$ cat src/rtl/rca_serial_add_ctrl_pkg.sv
// Shared definitions for the nibble-serial add/subtract sequencer:
// FSM encoding and nibble-count / index-width derivation.
package rca_serial_add_ctrl_pkg;

  typedef enum logic [1:0] {
    ST_IDLE = 2'd0,
    ST_RUN  = 2'd1,
    ST_FIN  = 2'd2
  } state_e;

  localparam int unsigned NIB_BITS = 4;

  function automatic int unsigned nib_count(input int unsigned width);
    return width / NIB_BITS;
  endfunction

  // A single-nibble build still needs a 1-bit index register.
  function automatic int unsigned idx_width(input int unsigned nib);
    return (nib > 1) ? $clog2(nib) : 1;
  endfunction

endpackage

$ cat src/rtl/rca_serial_add_ctrl_if.sv
// Request/response bundle between a datapath and the serial adder sequencer.
// Signal suffixes are from the sequencer's (slave) point of view.
interface rca_serial_add_ctrl_if #(
  parameter int unsigned WIDTH = 16
);

  logic             start_i;
  logic [WIDTH-1:0] a_i;
  logic [WIDTH-1:0] b_i;
  logic             c_in_i;
  logic             sub_i;
  logic             busy_o;
  logic             done_o;
  logic [WIDTH-1:0] s_o;
  logic             c_out_o;
  logic             ovf_o;

  modport master (
    output start_i, a_i, b_i, c_in_i, sub_i,
    input  busy_o, done_o, s_o, c_out_o, ovf_o
  );

  modport slave (
    input  start_i, a_i, b_i, c_in_i, sub_i,
    output busy_o, done_o, s_o, c_out_o, ovf_o
  );

endinterface

$ cat src/rtl/rca_serial_add_ctrl_rca4.sv
// 4-bit ripple-carry adder: the single shared arithmetic element that the
// sequencer time-multiplexes across nibbles.
module Ripple_carry_adder_RCA_4bit (
  input  logic [3:0] a_i,
  input  logic [3:0] b_i,
  input  logic       c_i,
  output logic [3:0] s_o,
  output logic       c_o
);

  logic cy;

  always_comb begin
    s_o = '0;
    cy  = c_i;
    for (int i = 0; i < 4; i++) begin
      s_o[i] = a_i[i] ^ b_i[i] ^ cy;
      cy     = (a_i[i] & b_i[i]) | (a_i[i] & cy) | (b_i[i] & cy);
    end
    c_o = cy;
  end

endmodule

$ cat src/rtl/rca_serial_add_ctrl.sv
// WIDTH-bit add/subtract sequencer: one nibble per clock through a shared
// 4-bit ripple-carry adder, LSB nibble first, inter-nibble carry registered.
module rca_serial_add_ctrl
  import rca_serial_add_ctrl_pkg::*;
#(
  parameter int unsigned WIDTH = 16
) (
  input logic                  clk,
  input logic                  rst_n,
  rca_serial_add_ctrl_if.slave bus_if
);

  localparam int unsigned NIB   = nib_count(WIDTH);
  localparam int unsigned IDX_W = idx_width(NIB);
  localparam logic [IDX_W-1:0] IDX_LAST = IDX_W'(NIB - 1);

  state_e             state_q, state_d;
  logic [WIDTH-1:0]   a_q;
  logic [WIDTH-1:0]   b_q;
  logic               carry_q;
  logic [IDX_W-1:0]   idx_q;
  logic [WIDTH-1:0]   s_q;
  logic               c_out_q;
  logic               ovf_q;

  logic [3:0]         nib_a;
  logic [3:0]         nib_b;
  logic [3:0]         nib_sum;
  logic               nib_co;
  logic               last_nib;
  logic               busy;
  logic               done;

  assign nib_a    = a_q[{idx_q, 2'b00} +: 4];
  assign nib_b    = b_q[{idx_q, 2'b00} +: 4];
  assign last_nib = (idx_q == IDX_LAST);

  Ripple_carry_adder_RCA_4bit u_rca4 (
    .a_i (nib_a),
    .b_i (nib_b),
    .c_i (carry_q),
    .s_o (nib_sum),
    .c_o (nib_co)
  );

  always_ff @(posedge clk or negedge rst_n) begin
    if (!rst_n) begin
      state_q <= ST_IDLE;
    end else begin
      state_q <= state_d;
    end
  end

  always_comb begin
    state_d = state_q;
    case (state_q)
      ST_IDLE: if (bus_if.start_i) state_d = ST_RUN;
      ST_RUN:  if (last_nib)       state_d = ST_FIN;
      ST_FIN:                      state_d = ST_IDLE;
      default:                     state_d = ST_IDLE;
    endcase
  end

  always_comb begin
    busy = (state_q == ST_RUN);
    done = (state_q == ST_FIN);
  end

  // B is stored already inverted for subtract so RUN never looks at SUB again.
  always_ff @(posedge clk or negedge rst_n) begin
    if (!rst_n) begin
      a_q     <= '0;
      b_q     <= '0;
      carry_q <= 1'b0;
      idx_q   <= '0;
      s_q     <= '0;
      c_out_q <= 1'b0;
      ovf_q   <= 1'b0;
    end else begin
      case (state_q)
        ST_IDLE: begin
          if (bus_if.start_i) begin
            a_q     <= bus_if.a_i;
            b_q     <= bus_if.sub_i ? ~bus_if.b_i : bus_if.b_i;
            carry_q <= bus_if.sub_i ? 1'b1 : bus_if.c_in_i;
            idx_q   <= '0;
            s_q     <= '0;
            c_out_q <= 1'b0;
            ovf_q   <= 1'b0;
          end
        end
        ST_RUN: begin
          s_q[{idx_q, 2'b00} +: 4] <= nib_sum;
          carry_q                  <= nib_co;
          if (last_nib) begin
            idx_q   <= '0;
            c_out_q <= nib_co;
            ovf_q   <= (a_q[WIDTH-1] == b_q[WIDTH-1]) && (nib_sum[3] != a_q[WIDTH-1]);
          end else begin
            idx_q <= idx_q + 1'b1;
          end
        end
        default: ;
      endcase
    end
  end

  assign bus_if.busy_o  = busy;
  assign bus_if.done_o  = done;
  assign bus_if.s_o     = s_q;
  assign bus_if.c_out_o = c_out_q;
  assign bus_if.ovf_o   = ovf_q;

endmodule

$ cat src/flat_wrapper.sv
// flat-port wrapper written by rule: the top's interface ports become plain ports
module rca_serial_add_ctrl_flat import rca_serial_add_ctrl_pkg::*;
#(
  parameter int unsigned WIDTH = 16
)
  (clk, rst_n, bus_if_start_i, bus_if_a_i, bus_if_b_i, bus_if_c_in_i, bus_if_sub_i, bus_if_busy_o, bus_if_done_o, bus_if_s_o, bus_if_c_out_o, bus_if_ovf_o);
  rca_serial_add_ctrl_if #(.WIDTH(WIDTH)) bus_if_i ();
  input logic clk;
  input logic rst_n;
  input wire logic [$bits(bus_if_i.start_i)-1:0] bus_if_start_i;
  input wire logic [$bits(bus_if_i.a_i)-1:0] bus_if_a_i;
  input wire logic [$bits(bus_if_i.b_i)-1:0] bus_if_b_i;
  input wire logic [$bits(bus_if_i.c_in_i)-1:0] bus_if_c_in_i;
  input wire logic [$bits(bus_if_i.sub_i)-1:0] bus_if_sub_i;
  output wire logic [$bits(bus_if_i.busy_o)-1:0] bus_if_busy_o;
  output wire logic [$bits(bus_if_i.done_o)-1:0] bus_if_done_o;
  output wire logic [$bits(bus_if_i.s_o)-1:0] bus_if_s_o;
  output wire logic [$bits(bus_if_i.c_out_o)-1:0] bus_if_c_out_o;
  output wire logic [$bits(bus_if_i.ovf_o)-1:0] bus_if_ovf_o;
  assign bus_if_i.start_i = bus_if_start_i;
  assign bus_if_i.a_i = bus_if_a_i;
  assign bus_if_i.b_i = bus_if_b_i;
  assign bus_if_i.c_in_i = bus_if_c_in_i;
  assign bus_if_i.sub_i = bus_if_sub_i;
  assign bus_if_busy_o = bus_if_i.busy_o;
  assign bus_if_done_o = bus_if_i.done_o;
  assign bus_if_s_o = bus_if_i.s_o;
  assign bus_if_c_out_o = bus_if_i.c_out_o;
  assign bus_if_ovf_o = bus_if_i.ovf_o;
  rca_serial_add_ctrl #(.WIDTH(WIDTH)) u_core (.clk(clk), .rst_n(rst_n), .bus_if(bus_if_i));
endmodule
$ cat config.mk
export PLATFORM = sky130hd
export DESIGN_NAME = rca_serial_add_ctrl_flat
export DESIGN_NICKNAME = d
export VERILOG_FILES = /design/src/rtl/rca_serial_add_ctrl_pkg.sv /design/src/rtl/rca_serial_add_ctrl_if.sv /design/src/rtl/rca_serial_add_ctrl_rca4.sv /design/src/rtl/rca_serial_add_ctrl.sv /design/src/flat_wrapper.sv
export SDC_FILE = /design/constraint.sdc
export NUM_CORES = 1
export LEC_CHECK = 0
export ABC_AREA = 1
export ABC_CLOCK_PERIOD_IN_PS = 7100
export BUFFER_PORTS_ARGS = -buffer_cell sky130_fd_sc_hd__buf_2
export CORE_MARGIN = 2
export CORE_UTILIZATION = 40
export DETAILED_ROUTE_END_ITERATION = 6
export REMOVE_ABC_BUFFERS = 1
export SKIP_LAST_GASP = 1
export SYNTH_ARGS = -nofsm -noshare
export SYNTH_HDL_FRONTEND = slang
export SYNTH_SLANG_ARGS = --single-unit
$ cat constraint.sdc
create_clock -name clk -period 7.1 [get_ports clk]
set_input_delay 1.42 -clock clk [delete_from_list [all_inputs] [get_ports clk]]
set_output_delay 1.42 -clock clk [all_outputs]
set_load 0.02 [all_outputs]
# Yosys cells after proc, flatten, opt, wreduce, memory -nomap -nowiden
# Index checks and enable logic that the tools add are counted.
[word_totals]
reg_bits = 55
in_bits = 37
output_inout_bits = 20
elab_cells = 75
[classes]
n_addsub = 2
eq_ne = 7
shift = 4
n_mux = 18
n_bitwise = 29
n_reduce_logical = 7
[op_table]
columns = ["operator", "count"]
rows = [
  ["16-bit 2-to-1 mux", 2],
  ["16-bit one-hot mux with 2 select lines", 1],
  ["16-bit by 5-bit variable part select with 4-bit output", 2],
  ["16-bit bitwise mux", 1],
  ["16-bit inverter", 1],
  ["4-bit by 6-bit variable shift with 16-bit output (first input constant)", 1],
  ["4-bit by 6-bit variable part select with 16-bit output", 1],
  ["1-bit bitwise AND", 12],
  ["2-bit 2-to-1 mux", 4],
  ["1-bit bitwise OR", 8],
  ["2-bit one-hot mux with 2 select lines", 2],
  ["1-bit XOR", 8],
  ["4-bit negation with 6-bit output", 1],
  ["1-bit one-hot mux with 2 select lines", 3],
  ["2-bit AND reduction", 3],
  ["1-bit 2-to-1 mux", 5],
  ["2-bit == test (second input constant)", 2],
  ["3-bit AND reduction", 1],
  ["2-bit by 1-bit adder with 2-bit output (second input constant)", 1],
  ["2-bit by 1-bit == test with 1-bit output (second input constant)", 1],
  ["2-bit zero test", 1],
  ["2-bit by 1-bit inequality test with 1-bit output (second input constant)", 1],
  ["2-bit inequality test (second input constant)", 1],
  ["2-bit nonzero test", 1],
  ["other kinds (3)", 3],
]

# Depth between registers and ports, before layout
[depth]
ltp_word = 15
depth_mapped = 15
depth_no_buf = 14

# By module
# A second synthesis with hierarchy kept.
[hier_totals]
hier_cells = 374
area_unflattened_um2 = 2940.3
[by_module_without_submodules]
columns = ["mod", "instances", "cells_per_inst", "area_each_um2", "seq_area_each_um2"]
rows = [
  ["rca_serial_add_ctrl", 1, 360, 2822.7, 1376.3],
  ["Ripple_carry_adder_RCA_4bit", 1, 14, 117.6, 0.0],
]

# Least setup slack after synthesis
# Ideal clock, no wire load.
[synth_timing]
path_kind = "register to register"
startpoint = "register u_core.idx_q[0]"
endpoint = "register u_core.ovf_q, in the netlist u_core.bus_if.ovf_o"
setup_ns = 0.065
t_arrival_ns = 2.863
required_ns = 7.035
path_slack_ns = 4.172
stages_incl_launch_ff = 16
n_path_buf = 1
synth_period_minus_slack_ns = 2.928
path_cell_list = "dfrtp_1 > clkinv_1 > clkbuf_1 > o21ai_0 > o22ai_1 > fa_1 > inv_1 > fa_1 > fa_1 > inv_1 > fa_1 > inv_1 > nand2_1 > a21oi_1 > nand3_1 > nand2_1"
[synth_via]
elab_chain_cells = 15
word_cells_on_any_way = 26
cone_classes = "3 x eq/ne; 2 x shift; 2 x mux; 17 x bitwise; 2 x reduce/logical"
[synth_rtl]
columns = ["item", "line", "rtl"]
rows = [
  ["start: declaration", "rca_serial_add_ctrl.sv:21", "logic [IDX_W-1:0] idx_q;"],
  ["start signal: assignment", "rca_serial_add_ctrl.sv:100", "idx_q <= idx_q + 1'b1;"],
  ["16-bit by 5-bit variable part select with 4-bit output, on equally long branches", "rca_serial_add_ctrl.sv:34, rca_serial_add_ctrl.sv:35", ""],
  ["1-bit bitwise AND", "rca_serial_add_ctrl_rca4.sv:18", "cy = (a_i[i] & b_i[i]) | (a_i[i] & cy) | (b_i[i] & cy);"],
  ["1-bit bitwise OR (2 in a row)", "rca_serial_add_ctrl_rca4.sv:18", ""],
  ["1-bit bitwise AND", "rca_serial_add_ctrl_rca4.sv:18", ""],
  ["1-bit bitwise OR (2 in a row)", "rca_serial_add_ctrl_rca4.sv:18", ""],
  ["1-bit bitwise AND", "rca_serial_add_ctrl_rca4.sv:18", ""],
  ["1-bit bitwise OR (2 in a row)", "rca_serial_add_ctrl_rca4.sv:18", ""],
  ["1-bit XOR", "rca_serial_add_ctrl_rca4.sv:17", "s_o[i] = a_i[i] ^ b_i[i] ^ cy;"],
  ["1-bit inequality test", "rca_serial_add_ctrl.sv:98", "ovf_q <= (a_q[WIDTH-1] == b_q[WIDTH-1]) && (nib_sum[3] != a_q[WIDTH-1]);"],
  ["1-bit logical AND", "rca_serial_add_ctrl.sv:98", ""],
  ["1-bit 2-to-1 mux", "rca_serial_add_ctrl.sv:95", "if (last_nib) begin"],
  ["1-bit one-hot mux with 2 select lines", "rca_serial_add_ctrl.sv:80", "case (state_q)"],
  ["end signal: assignment", "rca_serial_add_ctrl.sv:98", ""],
  ["end: declaration", "rca_serial_add_ctrl.sv:24", "logic ovf_q;"],
]
# Parallel ways exist; a longest one is shown, timed or not. The select of a mux whose other input is x is not followed.
# A chain may end at the register's enable or synchronous reset.

# Worst setup path in the final report
[layout_timing]
startpoint = "register u_core.idx_q[0]"
endpoint = "register u_core.s_q[7], in the netlist u_core.bus_if.s_o[7]"
[layout_via]
elab_chain_cells = 14
word_cells_on_any_way = 30
cone_classes = "1 x add/sub; 4 x shift; 2 x mux; 23 x bitwise"
[layout_rtl]
columns = ["item", "line", "rtl"]
rows = [
  ["16-bit by 5-bit variable part select with 4-bit output, on equally long branches", "rca_serial_add_ctrl.sv:34, rca_serial_add_ctrl.sv:35", ""],
  ["1-bit bitwise AND", "rca_serial_add_ctrl_rca4.sv:18", ""],
  ["1-bit bitwise OR (2 in a row)", "rca_serial_add_ctrl_rca4.sv:18", ""],
  ["1-bit bitwise AND", "rca_serial_add_ctrl_rca4.sv:18", ""],
  ["1-bit bitwise OR (2 in a row)", "rca_serial_add_ctrl_rca4.sv:18", ""],
  ["1-bit bitwise AND", "rca_serial_add_ctrl_rca4.sv:18", ""],
  ["1-bit bitwise OR (2 in a row)", "rca_serial_add_ctrl_rca4.sv:18", ""],
  ["1-bit XOR", "rca_serial_add_ctrl_rca4.sv:17", ""],
  ["4-bit by 6-bit variable part select with 16-bit output", "rca_serial_add_ctrl.sv:93", "s_q[{idx_q, 2'b00} +: 4] <= nib_sum;"],
  ["16-bit bitwise mux *", "rca_serial_add_ctrl.sv:93", ""],
  ["16-bit one-hot mux with 2 select lines *", "rca_serial_add_ctrl.sv:80", ""],
  ["end signal: indexed assignment", "rca_serial_add_ctrl.sv:93", ""],
  ["end: declaration", "rca_serial_add_ctrl.sv:22", "logic [WIDTH-1:0] s_q;"],
]
# Every way passes the cells marked *; elsewhere a longest branch is shown, timed or not.

==> metrics.txt <==
Post-Syn Area=2790 sq um; # nets final=423; Area growth, synth to finish=14.0%; pwr/cell area=469 nW/um^2; routability cong.=0.837; Max Clock Freq=253 MHz; hold violation total from the final report=0; Rows=30; WP data required=7.36 ns; vias in the first global route=2085; Overall Power=1.49 mW; first-pass GRT wire length=9630 microns; CP Launch Type=register; # port buffers=56; sequential area share after synthesis=49.4%; hold depth=2; status=completed; CP bufs+invs=4; Area contributors post-synth=dfrtp_1, nand2_1, xnor2_1, nand3_1, o21ai_0; Pins Over Slew Limit=0; fraction of layout cells with a size suffix above 1=19.5%; Placed Instance Area=3060 sq um; # IOs=57; Worst Path Class, Setup=register to register; die width=87.5 microns; die footprint=7650 sq um; total track usage=16.1%; fin area=3180 sq um; Max Clock Skew=0.00808 ns; most frequent CP cell=fa_1; 1st-pass router iterations=5; detailed-route DRC error count=0; most used flip-flop cell after synthesis=dfrtp_1; worst-path fanout max=28; H-tree levels=2; type of the tightest min-delay check=register to register; Root Buffer=clkbuf_8; CTS resizes=0; Yosys top cell by area=dfrtp_1; critical path depth=13; post-synthesis cell type count=27; count leader, synth=nand2_1; Final setup viols=0; minimum clock period=3.95 ns; hpwl dp=4120 microns; Syn Area/Cell=8.50 sq um; Clk pin slew, worst setup/hold paths=0.10 ns; TNS Setup=0 ns; reg2reg path depth=13; VDD IR-drop max=173 uV; post-synth top area share=49.4%; Synth Warn #=0; clock sinks=55; number of flops mapped to enable cells by yosys=0; synth cell count leaders=nand2_1, dfrtp_1, nand3_1, o21ai_0, xnor2_1; Slew headroom=53.8%; Post-synth ARST share=100%; Max clock buf depth=2; leak pwr=1.71 nW; max_cap viols=0; cell count after synthesis=328; TritonCTS clock tree=built; die height=87.5 microns; final WL=5810 microns; DR vias=2237; CP max-delay cell=dfrtp_1; ANT nets after route=0; WL/cell=12.7 microns; r2r setup slk=3.15 ns; # fillers=680; unrepaired setup endpoints after global routing=false; total grt overflow=0; Inserted Clock Buffers=5; crit-path cells=clkinv_1, o21ai_0, o22ai_1, fa_1, inv_1, fa_1, fa_1, inv_1, fa_1, inv_1, nor3_1, nand2_1, nand2_1; initial antenna violation count=0; max incr delay on CP=0.77 ns; core footprint=6760 sq um; flops & latches, synth=55; cts hold-fix bufs=0; initial core utilization=41.3%; drt via density=4.87; largest net degree at the start of global routing=64; period utilization=55.6%; setup bufs post-CTS=0; DR iter-0 viols=121; CP arrival=4.20 ns; clk_lat worst skew=0.32 ns; crit end category=register; Worst Tran Pin Value=0.693 ns; Crit path max-delay family=adder cells; antenna fix cells=0
routing by layer:
layer	part of all wire, %	vias up	wire [microns]	GRT usage (%)
li1	-	1152	-	-
met1	49	1014	2840	22.4
met2	45	61	2610	25.0
met3	4.5	10	259	3.03
met4	1.8	0	104	6.15
met5	0	-	0	0
placed cells by master, fill, tap and decap left out:
cell type	n
inv_1	12
o21ai_0	27
clkinv_1	2
nand3_1	27
nand2_2	3
xnor2_1	16
fa_1	4
o21ai_1	2
dfrtp_1	55
ha_1	4
o22ai_1	5
nand3_4	1
nand4_1	4
o21bai_1	1
inv_4	1
inv_2	2
clkbuf_8	6
a21oi_1	1
bufinv_16	1
nor2_8	1
buf_2	56
nand2_1	129
nor2_2	1
nor2_1	14
buf_4	1
nor3_1	2
clkinv_2	1
logic make-up (layout without fill, tap and decap cells):
| logic type | Yosys count | in the layout | synth area share [%] |
|---|---|---|---|
| flops | 55 | 55 | 49.4 |
| simple gates | 182 | 182 | 27.6 |
| buf+inv | 31 | 82 | 6.55 |
| fa+ha+maj | 8 | 8 | 4.67 |
| xor+xnor | 16 | 16 | 5.03 |
| compound gates | 36 | 36 | 6.78 |
tightest hold or removal path, stage by stage (launching register included):
cell	delay, ns
dfrtp_1	0.36
nand2_1	0.05
nand2_1	0.04
report_power, final:
group | total (mW) | internal, mW | switching [mW]
Combinational | 0.724 | 0.253 | 0.471
Clock | 0.219 | 0.114 | 0.104
Sequential | 0.546 | 0.441 | 0.105
sequential cells by signal (all words and copies together) (netlist names):
signal                 count
u_core.carry_q             1
u_core.idx_q               2
u_core.state_q             2
u_core.b_q                16
u_core.a_q                16
u_core.bus_if.ovf_o        1
u_core.bus_if.c_out_o      1
u_core.bus_if.s_o         16
path summary, 6_finish.rpt:
kind | start | endpoint
worst max-delay path | u_core.idx_q[0] | u_core.bus_if.s_o[7]
worst min-delay path | u_core.bus_if.s_o[12] | u_core.bus_if.s_o[12]
worst max register to register | u_core.idx_q[0] | u_core.bus_if.s_o[7]
worst min register to register | u_core.bus_if.s_o[12] | u_core.bus_if.s_o[12]
max in group asynchronous | rst_n | u_core.bus_if.s_o[4]
min in group asynchronous | rst_n | u_core.bus_if.s_o[15]
metrics by stage:
stage | util, % | worst slack (ns) | hold WS, ns | cells
global placement | 45.3 | 3.32 | 0.453 | 451
finish | 47.0 | 3.15 | 0.479 | 459
detailed placement | 45.3 | 3.16 | 0.457 | 451
CTS | 47.0 | 3.13 | 0.481 | 459
floorplan | - | 3.79 | 0.444 | 314
global route | 47.0 | 2.71 | 0.494 | 459
final cells by class:
cell class	instances	area [sq um]	area share [%]
Tap cell	80	100	3.15
Inverter	17	66.3	2.09
Timing Repair Buffer	57	288	9.06
Sequential cell	55	1380	43.3
Multi-Input combinational cell	242	1230	38.7
Clock inverter	2	35.0	1.10
Clock buffer	6	82.6	2.60
No activity file was read; power rests on OpenSTA's default activity.
